--- config.mk ---
export PLATFORM = sky130hd
export DESIGN_NAME = btc_programmer
export DESIGN_NICKNAME = d
export VERILOG_FILES = /design/src/rtl/btc_programmer_pkg.sv /design/src/rtl/btc_rb_packer.sv /design/src/rtl/btc_programmer.sv
export SDC_FILE = /design/constraint.sdc
export NUM_CORES = 1
export LEC_CHECK = 0
export BUFFER_PORTS_ARGS = -buffer_cell sky130_fd_sc_hd__buf_4
export CORE_MARGIN = 8
export CORE_UTILIZATION = 38
export CTS_BUF_LIST = sky130_fd_sc_hd__clkbuf_4 sky130_fd_sc_hd__clkbuf_8
export CTS_CLUSTER_DIAMETER = 60
export DETAILED_ROUTE_END_ITERATION = 12
export GPL_ROUTABILITY_DRIVEN = 1
export PLACE_DENSITY = 0.57
export SYNTH_ARGS = -nofsm -noshare
export SYNTH_HDL_FRONTEND = slang
export SYNTH_SLANG_ARGS = --single-unit
--- constraint.sdc ---
create_clock -name clk -period 4.04 [get_ports clk]
set_clock_uncertainty 0.15 [all_clocks]
set_input_delay 0.606 -clock clk [delete_from_list [all_inputs] [get_ports clk]]
set_output_delay 0.606 -clock clk [all_outputs]
set_load 0.03 [all_outputs]
--- src/rtl/btc_programmer_pkg.sv ---
// -----------------------------------------------------------------------------
// btc_programmer_pkg
//
// Shared definitions for the configuration-bitchain programmer:
//   - state_t          : programmer FSM states
//   - clog2()          : ceiling log2, usable in constant expressions
//   - cnt_width()      : register width able to hold 0..n-1 (never below 1)
//   - chunks_per_word(): K, the number of chain chunks carried by one host word
//   - words_per_run()  : N_WORDS, the host words needed to fill the chain once
//
// K and N_WORDS depend on the parameters of each instance. The package
// therefore supplies the functions that compute them, and each module binds
// the results to its own localparams.
// -----------------------------------------------------------------------------
package btc_programmer_pkg;

  typedef enum logic [2:0] {
    ST_IDLE,
    ST_LOAD,
    ST_SHIFT,
    ST_DRAIN,
    ST_DONE
  } state_t;

  // Ceiling log2: clog2(1) = 0, clog2(2) = 1, clog2(11) = 4.
  function automatic int clog2(input int value);
    int res;
    int v;
    res = 0;
    v   = value - 1;
    while (v > 0) begin
      res = res + 1;
      v   = v >> 1;
    end
    return res;
  endfunction

  // Register width for a counter that spans 0..n-1. The result is at least 1.
  function automatic int cnt_width(input int n);
    int w;
    w = clog2(n);
    return (w < 1) ? 1 : w;
  endfunction

  function automatic int chunks_per_word(input int host_width, input int chain_width);
    return host_width / chain_width;
  endfunction

  function automatic int words_per_run(input int chain_depth, input int k);
    return (chain_depth + k - 1) / k;
  endfunction

endpackage

--- src/rtl/btc_rb_packer.sv ---
// -----------------------------------------------------------------------------
// btc_rb_packer
//
// Packs the chunks that leave the tail of the bitchain into host-width readback
// words. chunk_data goes into slot s, at bits [s*CHAIN_WIDTH +: CHAIN_WIDTH],
// with slot 0 filled first. A word is emitted when slot K-1 is written or when
// chunk_last marks the final chunk of a run. In a word cut short by
// chunk_last, the unused upper slots are zero. The emitted word is held stable
// on rb_data/rb_valid until the consumer takes it with rb_ready.
//
// The caller must not present a chunk while an emitted word is waiting
// (rb_valid && !rb_ready). The programmer already guarantees this through its
// shift enable, so the packer needs no backpressure output of its own.
//
// Ports:
//   clk, rst_n    clock, asynchronous active-low reset
//   chunk_valid   a chunk is presented this cycle
//   chunk_data    chunk value (pre-shift chain tail)
//   chunk_last    this chunk is the last of the run; flush the partial word
//   rb_data       readback word (registered)
//   rb_valid      readback word valid (registered)
//   rb_ready      readback consumer ready
// -----------------------------------------------------------------------------
module btc_rb_packer
  import btc_programmer_pkg::*;
#(
  parameter int CHAIN_WIDTH = 1,
  parameter int HOST_WIDTH  = 32
) (
  input  logic                   clk,
  input  logic                   rst_n,
  input  logic                   chunk_valid,
  input  logic [CHAIN_WIDTH-1:0] chunk_data,
  input  logic                   chunk_last,
  output logic [HOST_WIDTH-1:0]  rb_data,
  output logic                   rb_valid,
  input  logic                   rb_ready
);

  localparam int K      = chunks_per_word(HOST_WIDTH, CHAIN_WIDTH);
  localparam int SLOT_W = cnt_width(K);

  logic [HOST_WIDTH-1:0] acc;
  logic [HOST_WIDTH-1:0] acc_next;
  logic [SLOT_W-1:0]     slot;
  logic                  flush;

  // NOTE: every variable written in always_comb first gets a full default, so
  // each path assigns it and no latch is inferred.
  always_comb begin
    acc_next = acc;
    acc_next[int'(slot) * CHAIN_WIDTH +: CHAIN_WIDTH] = chunk_data;
  end

  assign flush = chunk_valid && ((slot == SLOT_W'(K - 1)) || chunk_last);

  // NOTE: the accumulator is datapath storage, but it is reset anyway. After a
  // run aborted by reset, the next readback word must start from zero padding
  // and not from stale chunks of the interrupted word.
  always_ff @(posedge clk or negedge rst_n) begin
    if (!rst_n) begin
      acc      <= '0;
      slot     <= '0;
      rb_data  <= '0;
      rb_valid <= 1'b0;
    end else begin
      // NOTE: non-blocking assignments in clocked logic. A later assignment in
      // this block, such as the flush below, overrides this clear without any
      // ordering hazard between the statements.
      if (rb_valid && rb_ready) begin
        rb_valid <= 1'b0;
      end

      if (chunk_valid) begin
        if (flush) begin
          rb_data  <= acc_next;
          rb_valid <= 1'b1;
          acc      <= '0;
          slot     <= '0;
        end else begin
          acc  <= acc_next;
          slot <= slot + 1'b1;
        end
      end
    end
  end

endmodule

--- src/rtl/btc_programmer.sv ---
// -----------------------------------------------------------------------------
// btc_programmer
//
// Writer end of a configuration bitchain. After start, the block takes host
// words over a valid/ready stream. Each word is cut into CHAIN_WIDTH-bit
// chunks, LSB chunk first. The chain is driven with exactly CHAIN_DEPTH shifts,
// so the first chunk shifted ends up in the tail stage. The chunks pushed out of
// the tail during the run form the previous configuration. They are packed back
// into host words on the readback stream, so the host can verify them.
//
// Ports:
//   clk, rst_n   clock, asynchronous active-low reset (aborts a run at once)
//   start        one-cycle run request; ignored unless idle
//   busy         high from the cycle after an accepted start through done
//   done         one-cycle pulse at the end of a run
//   host_data    configuration word from the host
//   host_valid   host word valid
//   host_ready   high only while waiting for the next word
//   cfg_i        chunk presented to the chain input (0 when not shifting)
//   cfg_e        chain shift enable; the chain shifts at the edge ending the cycle
//   cfg_o        chain tail output
//   rb_data      readback word
//   rb_valid     readback word valid
//   rb_ready     readback consumer ready
// -----------------------------------------------------------------------------
module btc_programmer
  import btc_programmer_pkg::*;
#(
  parameter int CHAIN_WIDTH = 1,
  parameter int CHAIN_DEPTH = 16,
  parameter int HOST_WIDTH  = 32
) (
  input  logic                   clk,
  input  logic                   rst_n,
  input  logic                   start,
  output logic                   busy,
  output logic                   done,
  input  logic [HOST_WIDTH-1:0]  host_data,
  input  logic                   host_valid,
  output logic                   host_ready,
  output logic [CHAIN_WIDTH-1:0] cfg_i,
  output logic                   cfg_e,
  input  logic [CHAIN_WIDTH-1:0] cfg_o,
  output logic [HOST_WIDTH-1:0]  rb_data,
  output logic                   rb_valid,
  input  logic                   rb_ready
);

  localparam int K       = chunks_per_word(HOST_WIDTH, CHAIN_WIDTH);
  localparam int N_WORDS = words_per_run(CHAIN_DEPTH, K);
  localparam int CHUNK_W = cnt_width(K);
  localparam int SHIFT_W = cnt_width(CHAIN_DEPTH + 1);

  if (HOST_WIDTH % CHAIN_WIDTH != 0) begin : g_bad_host_width
    $error("btc_programmer: HOST_WIDTH must be an integer multiple of CHAIN_WIDTH");
  end

  if (N_WORDS < 1) begin : g_bad_depth
    $error("btc_programmer: CHAIN_DEPTH must be at least 1");
  end

  state_t                 state;
  logic [HOST_WIDTH-1:0]  word_buf;   // held word; consumed chunks shift out of the bottom
  logic [CHUNK_W-1:0]     chunk_cnt;  // chunk index within the held word, 0..K-1
  logic [SHIFT_W-1:0]     shift_cnt;  // shifts done this run, 0..CHAIN_DEPTH-1
  logic                   rb_stall;
  logic                   last_chunk;
  logic                   word_end;

  // A readback word that is still waiting freezes the chain. With no shift,
  // no tail chunk can be lost and the chain contents stay put.
  assign rb_stall   = rb_valid && !rb_ready;
  assign cfg_e      = (state == ST_SHIFT) && !rb_stall;
  assign cfg_i      = cfg_e ? word_buf[CHAIN_WIDTH-1:0] : '0;
  assign host_ready = (state == ST_LOAD);

  assign last_chunk = (shift_cnt == SHIFT_W'(CHAIN_DEPTH - 1));
  assign word_end   = (chunk_cnt == CHUNK_W'(K - 1));

  // Host words and readback words both hold K chunks. The packer's slot index
  // therefore matches chunk_cnt, and a new word load can overlap a readback
  // word that has not been taken yet.
  btc_rb_packer #(
    .CHAIN_WIDTH (CHAIN_WIDTH),
    .HOST_WIDTH  (HOST_WIDTH)
  ) u_packer (
    .clk         (clk),
    .rst_n       (rst_n),
    .chunk_valid (cfg_e),
    .chunk_data  (cfg_o),
    .chunk_last  (last_chunk),
    .rb_data     (rb_data),
    .rb_valid    (rb_valid),
    .rb_ready    (rb_ready)
  );

  always_ff @(posedge clk or negedge rst_n) begin
    if (!rst_n) begin
      state     <= ST_IDLE;
      word_buf  <= '0;
      chunk_cnt <= '0;
      shift_cnt <= '0;
      busy      <= 1'b0;
      done      <= 1'b0;
    end else begin
      case (state)
        ST_IDLE: begin
          if (start) begin
            state <= ST_LOAD;
            busy  <= 1'b1;
          end
        end

        ST_LOAD: begin
          if (host_valid) begin
            word_buf <= host_data;
            state    <= ST_SHIFT;
          end
        end

        ST_SHIFT: begin
          if (cfg_e) begin
            word_buf <= word_buf >> CHAIN_WIDTH;
            if (last_chunk) begin
              // The upper chunks of a partially used final word are dropped here.
              state     <= ST_DRAIN;
              chunk_cnt <= '0;
              shift_cnt <= '0;
            end else begin
              shift_cnt <= shift_cnt + 1'b1;
              if (word_end) begin
                chunk_cnt <= '0;
                state     <= ST_LOAD;
              end else begin
                chunk_cnt <= chunk_cnt + 1'b1;
              end
            end
          end
        end

        ST_DRAIN: begin
          // The final chunk always flushes the packer, so the word seen here is
          // the last readback word of the run.
          if (rb_valid && rb_ready) begin
            state <= ST_DONE;
            done  <= 1'b1;
          end
        end

        ST_DONE: begin
          state <= ST_IDLE;
          done  <= 1'b0;
          busy  <= 1'b0;
        end

        default: begin
          state <= ST_IDLE;
          busy  <= 1'b0;
          done  <= 1'b0;
        end
      endcase
    end
  end

endmodule
# Word level (Yosys, flattened, before mapping)
# Index checks and enable logic that the tools add are counted.
[totals]
out_inout_bits = 38
mem_count = 0
latchBits = 0
mem_bits_ro = 0
ram_bits = 0
word_cells = 70
in_bits = 38
regBits = 117
[op_classes]
multipliers = 0
magnitude_cmp = 0
div = 0
add_sub_neg = 4
shift = 2
n_eq_ne = 11
bitwise = 2
reduce_logical = 17
muxes = 24
[ops]
columns = ["op", "n"]
rows = [
  ["32-bit two-way mux", 3],
  ["32-bit case mux with 2 select lines", 1],
  ["5-bit negator with 33-bit output", 1],
  ["1-bit by 33-bit variable shift with 32-bit output, first input constant", 1],
  ["1-bit by 33-bit variable part select with 32-bit output", 1],
  ["32-bit bitwise mux", 1],
  ["5-bit two-way mux", 4],
  ["3-bit two-way mux", 6],
  ["5-bit by 1-bit adder with 5-bit output, second input constant", 3],
  ["3-bit case mux with 4 select lines", 1],
  ["5-bit equality test, second input constant", 2],
  ["2-bit inequality test, second input constant", 4],
  ["2-bit AND reduction", 4],
  ["3-bit by 2-bit equality test with 1-bit output, second input constant", 2],
  ["1-bit two-way mux", 6],
  ["3-bit OR reduction", 2],
  ["5-bit by 4-bit equality test with 1-bit output, second input constant", 1],
  ["5-bit AND reduction", 1],
  ["1-bit logical AND", 4],
  ["1-bit case mux with 2 select lines", 2],
  ["3-bit by 1-bit equality test with 1-bit output, second input constant", 1],
  ["3-bit logical NOT", 1],
  ["3-bit by 2-bit inequality test with 1-bit output, second input constant", 1],
  ["3-bit AND reduction", 1],
  ["other kinds (4)", 6],
]

# Logic depth before layout (Yosys ltp)
# Gate-level depths: netlist of the first run.
[logic_depth]
ltp_word = 7
ltp_mapped = 13
mapped_depth_nobuf = 8

# Cells and area by module
# Synthesis of the first run repeated with hierarchy kept, for this count alone.
[hier_totals]
hier_cells = 600
hier_area_um2 = 6269.8
[by_module_without_submodules]
columns = ["module", "cells_each", "area_per_inst_um2", "n_inst", "seq_area_each_um2"]
rows = [
  ["btc_rb_packer", 413, 3878.7, 1, 1751.7],
  ["btc_programmer", 187, 2391.0, 1, 1176.1],
]

# Worst setup path before layout of the first run
# OpenSTA, ideal clock, no wires.
[synth_path]
kind = "reg-to-reg"
from = "register u_packer.slot[0]"
to = "register u_packer.rb_data[12]"
synth_period_minus_slack_ns = 3.010
arrival_ns = 2.720
stages_incl_launch_ff = 14
path_slack_ns = 1.030
path_buffers = 5
setup_time_ns = 0.140
required_ns = 3.750
cell_sequence = "dfrtp_1 buf_4 clkbuf_1 inv_1 ha_1 nor3b_1 ha_1 clkbuf_1 o311a_1 a31oi_1 buf_2 buf_2 o211ai_1 o311ai_2"
[synth_between]
elab_chain_cells = 4
word_cells_on_any_way = 8
cone_classes = "add/sub: 1; eq/ne: 1; shift: 2; mux: 1; reduce/logical: 3"
[synth_rtl]
columns = ["element", "line_no", "source"]
rows = [
  ["start: declaration", "btc_rb_packer.sv:45", "logic [SLOT_W-1:0] slot;"],
  ["start signal: assignment", "btc_rb_packer.sv:82", "slot <= slot + 1'b1;"],
  ["parallel branches: the longest is 4 deep, another holds 5-bit negator with 33-bit output", "n/a", ""],
  ["end signal: assignment", "btc_rb_packer.sv:76", "rb_data <= acc_next;"],
  ["end: declaration", "btc_rb_packer.sv:35", "output logic [HOST_WIDTH-1:0] rb_data,"],
]
# Parallel ways; which one is timed is not known.
# A chain may end at the register's enable or synchronous reset.

# Worst setup path after layout of the first run
[layout_path]
from = "register u_packer.slot[1]"
to = "register u_packer.rb_data[26]"
# The elaborated chain is that of the path after synthesis.

==> flow_metrics.py, run 1 <==
metrics = {
    "setup_path": {
        "cp.arrival_ns": 3.37,
        "cp_cell_sequence": "inv_1 > ha_1 > nor3b_1 > ha_1 > nor3b_1 > mux2i_1 > buf_4 > o211ai_1 > o311ai_0",
        "critPathBufInv": 2,
        "critPathKind": "flip-flop to flip-flop",
        "rr_worst_depth": 9,
        "critPathRequiredTime_ns": 4.21,
        "cp-start-kind": "flip-flop",
        "cpPeakStageDelay_ns": 0.78,
        "crit_path_end_kind": "flip-flop",
        "path_max_fanout": 13,
        "crit_path_top_delay_cell": "mux2i_1",
        "crit_cells": 9,
        "critPathTopFamily": "multiplexers",
    },
    "clocking": {
        "ctsHoldBuffers": 0,
        "numCtsBuffers": 17,
        "clk_path_buf_depth": 2,
        "post-cts-setup-buffers": 0,
        "cts-root-buf": "clkbuf_8",
        "htreeDepth": 4,
        "cts_tree": "done",
        "cts_resized": 0,
        "cts_sinks": 117,
        "clk_latency_ns": 0.45,
        "cts.clk_slew.worst_paths_ns": 0.07,
    },
    "cells_and_area": {
        "drive_gt1_share_pct": 23.5,
        "nets": 786,
        "syn_to_final_growth_pct": 17.9,
        "fillCellCount": 1630,
        "final_common_cell": "nand2_1",
        "mostFrequentLayoutCells": "nand2_1, dfrtp_1, buf_4",
        "n_antenna_cell": 0,
    },
    "global_route": {
        "grt_pass1_wl_mm": 28.9,
        "grt_max_degree": 68,
        "gr-usage-all-layers_pct": 16.4,
        "antenna_found_initial": 0,
        "overflow": 0,
        "grt_pass1_vias": 5526,
    },
    "sta": {
        "whs_ns": 0.0357,
        "relSlewSlack_pct": 33.0,
        "max_freq_mhz": 312,
        "fin_crit_ns": 3.21,
        "slew_violations": 0,
        "setup_viol": 0,
        "final.setup.tns_ns": 0,
        "min_period_over_period_pct": 79.4,
        "tightestPinTransition_ns": 0.978,
        "hold_viol": 0,
        "rsz0062_at_grt": "no",
    },
    "route": {
        "avgRoutedWirePerCell_microns": 17.5,
        "drcViolationCount": 0,
        "first_iter_violations": 386,
        "firstDrtPassIters": 5,
        "drt-vias-per-instance": 5.69,
        "num_vias": 5540,
        "final_antenna_net_count": 0,
        "wirelength_mm": 17.1,
    },
    "synth": {
        "synth_seq_cells": 117,
        "netlist_instances": 689,
        "seq_area_frac_synth_pct": 45.4,
        "synth_area_per_cell_sq_um": 9.36,
        "yosysWarningCount": 0,
        "async_reset_ff_share_pct": 100,
        "synth_area_sq_um": 6450,
        "synth_ff_type": "dfrtp_1",
        "synth-edff-count": 0,
        "synth.distinct_cells": 62,
        "synth_nets": 734,
    },
    "power": {
        "power_leakage_nw": 3.29,
        "ir_worst_vdd_mv": 0.540,
        "p_per_area_nw_per_um2": 704,
    },
    "floorplan": {
        "die_h_microns": 146,
        "start_util_pct": 38.9,
        "die_area_sq_um": 21400,
        "num_io_pins": 76,
        "rows": 47,
        "core_area_sq_um": 16600,
        "die_w_microns": 146,
    },
    "placed_design": {
        "gp_congestion": 0.808,
        "portBuffers": 75,
        "dpl.hpwl_mm": 11.3,
    },
    "min_path": {
        "hold_path.class": "primary input to async pin",
    },
    "status": {
        "status": "finished, final reports clean",
    },
    "flow_run": {
        "cap_violations": 0,
    },
}
## logic make-up after synthesis
| kind of cell | after synthesis | share of synthesized area, % |
|---|---|---|
| buf+inv | 70 | 5.01 |
| xor+xnor | 3 | 0.524 |
| flops | 117 | 45.4 |
| compound gates | 155 | 18.5 |
| fa+ha+maj | 7 | 1.36 |
| simple gates | 303 | 23.3 |
| mux | 34 | 5.88 |
## synth_stat cells, types with 3 or more instances
cell type	count	share of area, %
a21oi_1	9	0.70
a31oi_1	3	0.29
and3_1	4	0.39
buf_1	3	0.17
buf_2	16	1.2
buf_6	4	0.70
clkbuf_1	32	1.9
dfrtp_1	117	45
ha_1	7	1.4
inv_1	11	0.64
mux2_2	31	5.4
mux2i_1	3	0.47
nand2_1	177	10
nand2b_1	4	0.39
nand3_1	29	2.3
nand4_1	18	1.7
nand4b_1	4	0.54
nor2_1	12	0.70
nor2b_1	8	0.78
nor3b_1	5	0.58
nor4_1	3	0.29
nor4_4	3	0.99
o211ai_1	64	7.5
o21ai_0	18	1.4
o311ai_0	35	4.8
o311ai_1	5	0.68
o311ai_2	3	0.76
or2_2	3	0.29
or3_1	16	1.6
## area by class of cell
| type | instances | area, sq um | share of cell area [%] |
|---|---|---|---|
| multi-input combinational | 502 | 3200 | 42.2 |
| sequential | 117 | 2930 | 38.5 |
| timing repair buffer | 92 | 703 | 9.25 |
| clock buffer | 22 | 297 | 3.90 |
| tap | 220 | 275 | 3.62 |
| clock inverter | 10 | 150 | 1.98 |
| inverter | 11 | 41.3 | 0.543 |
## path summary, 6_finish.rpt
kind                                       start              endpoint  slack, ns
worst min-delay path                       rst_n  u_packer.rb_data[14]       0.04
worst max register to register  u_packer.slot[1]  u_packer.rb_data[26]       0.83
worst min register to register      chunk_cnt[4]          chunk_cnt[4]       0.33
worst max-delay path            u_packer.slot[1]  u_packer.rb_data[26]       0.83
max in group asynchronous                  rst_n       u_packer.acc[4]       2.89
min in group clk                   host_data[31]          word_buf[31]       0.27
## worst register-to-register path: cells and delay by family (launching register included)
family | cells | cell delay [ns]
AO/OA/AOI/OAI | 2 | 0.24
adder cells (fa/ha/maj) | 2 | 0.72
buffers and inverters | 2 | 0.41
flip-flops | 1 | 0.49
multiplexers | 1 | 0.78
AND/OR/NAND/NOR | 2 | 0.28
## registers in the layout, indices dropped and copies added (netlist names)
name               flops
shift_cnt              5
busy                   1
u_packer.acc          32
state                  3
u_packer.rb_valid      1
chunk_cnt              5
u_packer.slot          5
word_buf              32
u_packer.rb_data      32
done                   1
## report_power, final
| group | switching [W] | leakage (nW) | internal [W] |
|---|---|---|---|
| Sequential | 0.000256 | 1.51 | 0.00149 |
| Clock | 0.000479 | 0.236 | 0.000738 |
| Combinational | 0.00157 | 1.55 | 0.000818 |
| Total | 0.00230 | 3.29 | 0.00305 |
## through the flow
stage | setup WS, ns | instances | power [W] | utilization, % | cell area, sq um
3_3_place_gp | 1.01 | 942 | 0.00406 | 43.1 | 7150
5_1_grt | 0.518 | 974 | 0.00573 | 45.8 | 7600
4_1_cts | 0.858 | 974 | 0.00537 | 45.8 | 7600
3_5_place_dp | 0.883 | 942 | 0.00414 | 43.1 | 7150
6_report | 0.834 | 974 | 0.00535 | 45.8 | 7600
2_1_floorplan | 1.03 | 689 | 0.00355 | - | 6450
## layer usage
| metal | vias up | GRT usage, % | wire, microns | part of all wire [%] |
|---|---|---|---|---|
| li1 | 2648 | - | - | - |
| met3 | 16 | 4.42 | 868 | 5.1 |
| met5 | - | 0 | 0 | 0 |
| met1 | 2735 | 21.1 | 7920 | 46 |
| met4 | 0 | 6.08 | 199 | 1.2 |
| met2 | 141 | 26.0 | 8090 | 47 |
Note: power is estimated with default switching activity, not from simulation.
==> run 2, diff against run 1 <==
PLACE_DENSITY = 0.59   (was 0.57)
clock period = 2.7 ns   (was 4.04 ns; I/O delays follow)
==> run 2 against run 1 <==
Effect of this change:
- critical path depth rose by 1
- non-clock buffer count rose by 18
- clock power rose by 39%
- sequential power rose by 47%
- fmax rose by 28%
- die area did not move
- setup slack got worse by 0.65 ns
- combinational power rose by 68%
- count of clock-buffer cells in the layout did not move
- final cell count rose by 1.7%
- via count rose by 1.6%
- critical path type unchanged
- critical endpoint is now u_packer.rb_data[29]
- largest cell class unchanged
==> flow_metrics.py, run 2 (synthesis results as in run 1) <==
metrics = {
    "min_path": {
        "min_from": "host_data[31]",
        "hold_depth": 3,
        "hold_path.class": "primary input to flip-flop",
        "hold_path_end": "word_buf[31]",
    },
    "clocking": {
        "cts_tree": "done",
        "cts-root-buf": "clkbuf_8",
        "cts.clk_slew.worst_paths_ns": 0.07,
        "numCtsBuffers": 17,
        "clk_latency_ns": 0.44,
        "cts_sinks": 117,
        "htreeDepth": 4,
        "clk_path_buf_depth": 2,
    },
    "placed_design": {
        "dpl.hpwl_mm": 11.7,
        "place_area_sq_um": 7360,
        "gp_congestion": 0.844,
        "portBuffers": 75,
    },
    "setup_path": {
        "critPathRequiredTime_ns": 2.90,
        "r2r_start": "u_packer.slot[0]",
        "r2r-end": "u_packer.rb_data[29]",
        "rr_worst_depth": 10,
        "r2r_slack_ns": 0.19,
        "critPathKind": "flip-flop to flip-flop",
        "startpoint": "u_packer.slot[0]",
        "cp-start-kind": "flip-flop",
        "path_max_fanout": 22,
        "crit_path_end_kind": "flip-flop",
        "cp.arrival_ns": 2.72,
    },
    "floorplan": {
        "core_area_sq_um": 16600,
        "die_w_microns": 146,
        "start_util_pct": 38.9,
        "die_h_microns": 146,
        "num_io_pins": 76,
        "rows": 47,
        "die_area_sq_um": 21400,
    },
    "power": {
        "power_leakage_nw": 3.39,
        "p_per_area_nw_per_um2": 1060,
        "ir_worst_vdd_mv": 0.745,
    },
    "cells_and_area": {
        "postLayoutCellArea_sq_um": 7800,
        "final_common_cell": "nand2_1",
        "n_antenna_cell": 0,
        "top_regs": "u_packer.acc x32, u_packer.rb_data x32, word_buf x32",
        "drive_gt1_share_pct": 25.7,
        "nets": 804,
        "final_util_pct": 47.0,
        "mostFrequentLayoutCells": "nand2_1, dfrtp_1, buf_4",
        "syn_to_final_growth_pct": 21.0,
    },
    "sta": {
        "final.setup.tns_ns": 0,
        "relSlewSlack_pct": 59.8,
        "tightestPinTransition_ns": 0.602,
        "slew_violations": 0,
        "fin_crit_ns": 2.51,
        "max_freq_mhz": 398,
        "min_period_over_period_pct": 93.1,
        "setup_viol": 0,
        "rsz0062_at_grt": "no",
        "hold_viol": 0,
    },
    "global_route": {
        "grt_pass1_wl_mm": 29.2,
        "overflow": 0,
        "gr-usage-all-layers_pct": 16.5,
        "grt_max_degree": 69,
        "grt_pass1_vias": 5681,
        "antenna_found_initial": 0,
    },
    "route": {
        "wirelength_mm": 17.3,
        "drt-vias-per-instance": 5.68,
        "firstDrtPassIters": 6,
        "first_iter_violations": 436,
        "num_vias": 5629,
        "drcViolationCount": 0,
        "final_antenna_net_count": 0,
        "avgRoutedWirePerCell_microns": 17.4,
    },
    "flow_run": {
        "cap_violations": 0,
    },
    "status": {
        "status": "finished, final reports clean",
    },
}
## run 2: what timing repair did
action	4_1_cts	5_1_grt
hold buffers	1	0
buffers inserted	0	0
endpoints found under the hold margin	73	0
setup endpoints to repair	0	28
resized for setup	0	6
## run 2: final cells by class
cell class                      count  area, sq um
Clock buffer                       22          284
Clock inverter                      9          128
Fill cell                        1594         8780
Inverter                           11         41.3
Multi-Input combinational cell    502         3250
Sequential cell                   117         2930
Tap cell                          220          275
Timing Repair Buffer              110          898
## run 2: worst max-delay path by stage
stage | to | cells after the start
after global routing | u_packer.rb_data[26] | 10
after CTS | cfg_i | 4
final | u_packer.rb_data[29] | 10
after detailed placement | u_packer.acc[22] | 8
after floorplan | u_packer.acc[29] | 12
after global placement | u_packer.rb_data[18] | 10
## run 2: worst max-delay path, stage by stage (launching register included)
cell      delay (ns)
dfrtp_1         0.36
buf_6           0.20
ha_1            0.20
and3_1          0.16
ha_2            0.23
buf_4           0.16
inv_1           0.07
a211oi_2        0.23
buf_4           0.20
nand4_1         0.22
o211ai_1        0.24
## run 2: per-stage QoR
stage          hold slack (ns)  instances  power (W)  worst slack, ns
2_1_floorplan          -0.0406        689    0.00542          0.00901
3_3_place_gp            0.0789        959    0.00637            0.229
3_5_place_dp            0.0796        959    0.00652            0.128
4_1_cts                 0.0388        991    0.00825           0.0961
5_1_grt                 0.0602        991    0.00887           0.0141
6_report                0.0646        991    0.00826            0.186
## run 2: report_power, final
group          switching [W]  total, W  internal (W)  leakage [nW]
Sequential          0.000323   0.00255       0.00223          1.51
Clock               0.000716   0.00170      0.000984         0.217
Combinational        0.00248   0.00400       0.00153          1.66
Total                0.00352   0.00826       0.00474          3.39
## run 2: layer usage
metal  vias to the layer above  track usage (%)  wire [microns]  share of wire (%)
li1                       2688                -               -                  -
met1                      2767             21.8            8040                 47
met2                       160             25.6            8100                 47
met3                        14             5.32             994                5.8
met4                         0             4.53             127               0.74
met5                         -                0               0                  0
==> run 3, diff against run 2 <==
ABC_AREA = 1   (was default)
==> run 3 against run 2 <==
Effect of this change:
- first-iteration DRC count shrank 20%
- non-clock buffer count shrank 20
- synthesized cell count grew 5.5%
- cell area shrank 10%
- setup slack lost 0.032 ns
- final cell count grew 0.91%
- synthesized area shrank 8.6%
- critical path depth grew 1
- clock power shrank 12%
- count of clock-buffer cells in the layout grew 4
- critical endpoint is now u_packer.rb_data[3]
==> flow_metrics.py, run 3 <==
metrics = {
    "setup_path": {
        "path_max_fanout": 8,
        "cp_cell_sequence": "inv_2 > ha_1 > nand2_1 > nor2_1 > ha_1 > a21oi_2 > nand4_1 > nor2_2 > nand4_1 > nand3_1 > nand2_1",
        "cp-start-kind": "flip-flop",
        "cp.arrival_ns": 2.71,
        "cpPeakStageDelay_ns": 0.44,
        "crit_path_top_delay_cell": "dfrtp_1",
        "critPathRequiredTime_ns": 2.87,
        "crit_path_end_kind": "flip-flop",
        "critPathKind": "flip-flop to flip-flop",
        "rr_worst_depth": 11,
    },
    "synth": {
        "netlist_instances": 727,
        "synth_area_per_cell_sq_um": 8.11,
        "synth_nets": 772,
        "async_reset_ff_share_pct": 100,
        "seq_area_frac_synth_pct": 49.7,
        "yosysMostFrequentCell": "nand2_1",
        "synth_top_area_share_pct": 49.7,
        "synth_area_sq_um": 5890,
        "yosysWarningCount": 0,
        "synth-edff-count": 0,
        "synth_seq_cells": 117,
        "synth_commonest_cells": "nand2_1, dfrtp_1, nand3_1, inv_1, o21ai_1",
        "synth_ff_type": "dfrtp_1",
        "yosys.area.top_type": "dfrtp_1",
        "synth.distinct_cells": 34,
        "synth_area_leaders": "dfrtp_1, nand2_1, nand3_1",
    },
    "sta": {
        "rsz0062_at_grt": "yes",
        "whs_ns": 0.0887,
        "slew_violations": 0,
        "final.setup.tns_ns": 0,
        "fin_crit_ns": 2.55,
        "setup_viol": 0,
        "min_period_over_period_pct": 94.3,
        "hold_viol": 0,
        "max_freq_mhz": 393,
        "tightestPinTransition_ns": 0.662,
        "relSlewSlack_pct": 55.8,
    },
    "route": {
        "drcViolationCount": 0,
        "avgRoutedWirePerCell_microns": 14.6,
        "first_iter_violations": 350,
        "drt-vias-per-instance": 5.09,
        "firstDrtPassIters": 5,
        "num_vias": 5086,
        "wirelength_mm": 14.6,
        "final_antenna_net_count": 0,
    },
    "power": {
        "power_leakage_nw": 3.50,
        "p_per_area_nw_per_um2": 1180,
        "switching_share_pct": 44.9,
        "seqPwrFrac_pct": 33.3,
        "intPower_w": 0.00457,
        "p_clk_share_pct": 18.0,
        "p_sw_w": 0.00372,
        "combPwrFrac_pct": 48.6,
        "ir_worst_vdd_mv": 0.540,
    },
    "floorplan": {
        "die_area_sq_um": 19700,
        "num_io_pins": 76,
        "rows": 45,
        "core_area_sq_um": 15200,
        "die_h_microns": 141,
        "start_util_pct": 38.8,
        "die_w_microns": 141,
    },
    "clocking": {
        "cts-root-buf": "clkbuf_8",
        "cts.clk_slew.worst_paths_ns": 0.07,
        "htreeDepth": 4,
        "cts_tree": "done",
        "clk_latency_ns": 0.43,
        "post-cts-setup-buffers": 0,
        "cts_sinks": 117,
        "numCtsBuffers": 17,
        "clk_path_buf_depth": 2,
    },
    "flow_run": {
        "cap_violations": 0,
    },
    "placed_design": {
        "portBuffers": 75,
        "place_area_sq_um": 6610,
        "dpl.hpwl_mm": 9.94,
        "gp_congestion": 0.884,
        "dpl.cell_count": 967,
    },
    "min_path": {
        "hold_path.class": "primary input to flip-flop",
        "hold_depth": 3,
    },
    "cells_and_area": {
        "postLayoutCellArea_sq_um": 7020,
        "top_regs": "u_packer.acc x32, u_packer.rb_data x32, word_buf x32",
        "final_common_cell": "nand2_1",
        "mostFrequentLayoutCells": "nand2_1, dfrtp_1, nand3_1",
        "final_util_pct": 46.1,
        "nets": 845,
        "fillCellCount": 1509,
        "n_antenna_cell": 0,
        "syn_to_final_growth_pct": 19.0,
        "drive_gt1_share_pct": 18.2,
        "instances_no_fill": 1000,
    },
    "global_route": {
        "grt_pass1_wl_mm": 24.2,
        "grt_pass1_vias": 4897,
        "grt_max_degree": 84,
        "antenna_found_initial": 0,
        "overflow": 0,
        "gr-usage-all-layers_pct": 15.2,
    },
    "status": {
        "status": "finished, final reports clean",
    },
}
-- run 3: cell count changes in the layout (fill, tap and decap cells not counted), moves of 16 or more --
| cell | change |
|---|---|
| mux2_2 | -31 |
| nand3_1 | +63 |
| o311ai_0 | -28 |
| o211ai_1 | -33 |
| inv_1 | +70 |
| buf_4 | -16 |
| or3_1 | -16 |
| o21ai_1 | +33 |
-- run 3: metrics by stage --
step	setup slack (ns)	power (W)
CTS	0.0757	0.00831
global placement	0.271	0.00665
finish	0.154	0.00828
global route	-0.0898	0.00898
detailed placement	0.182	0.00676
floorplan	0.387	0.00570
-- run 3: metal layers --
layer | global-route usage (%) | wire length (microns)
met5 | 0 | 0
met3 | 4.11 | 698
met2 | 23.4 | 6730
met4 | 5.88 | 206
met1 | 20.0 | 6920
-- run 3: logic make-up after synthesis --
group / after synthesis / synth area share (%)
AOI/OAI and AO/OA: 120 / 12.5
xor gates and xnor gates: 2 / 0.297
adders and majority gates: 7 / 1.49
buffers and inverters: 129 / 9.49
DFF: 117 / 49.7
and+or+nand+nor: 352 / 26.5
-- run 3: final cells by class --
cell class	instances	area, sq um	share of cell area, %
clock inverters	5	50.0	0.713
flip-flops and latches	117	2930	41.7
inverters	93	354	5.05
repair buffers	90	706	10.1
multi-input cells	481	2430	34.6
well taps	188	235	3.35
clock buffers	26	314	4.48
-- run 3: path summary, 6_finish.rpt --
| path | startpoint | end | slack [ns] |
|---|---|---|---|
| max in group asynchronous | rst_n | u_packer.rb_data[1] | 1.28 |
| min reg2reg | u_packer.rb_data[19] | u_packer.rb_data[19] | 0.33 |
| max reg2reg | u_packer.slot[0] | u_packer.rb_data[3] | 0.15 |
| max | u_packer.slot[0] | u_packer.rb_data[3] | 0.15 |
| min in group asynchronous | rst_n | done | 0.33 |
| min | host_data[20] | word_buf[20] | 0.09 |
-- run 3: what timing repair did --
item                                    CTS  global route
hold buffers                              2             0
hold endpoints to repair                 35             0
resized for setup                         0             6
endpoints found under the setup margin    0            16
-- run 3: worst max-delay path, delay by kind of cell, from the launching register on --
kind	cells	cell delay, ns
and+or+nand+nor	7	1.12
adders and majority gates	2	0.45
DFF	1	0.44
AOI/OAI and AO/OA	1	0.16
buffers and inverters	1	0.11
-- run 3: power groups by stage --
stage / registers [W] / clock network [W] / logic [W]
global route: 0.00284 / 0.00163 / 0.00452
finish: 0.00276 / 0.00149 / 0.00403
CTS: 0.00276 / 0.00155 / 0.00399
global placement: 0.00277 / 0 / 0.00388
floorplan: 0.00303 / 0 / 0.00267
detailed placement: 0.00279 / 0 / 0.00397
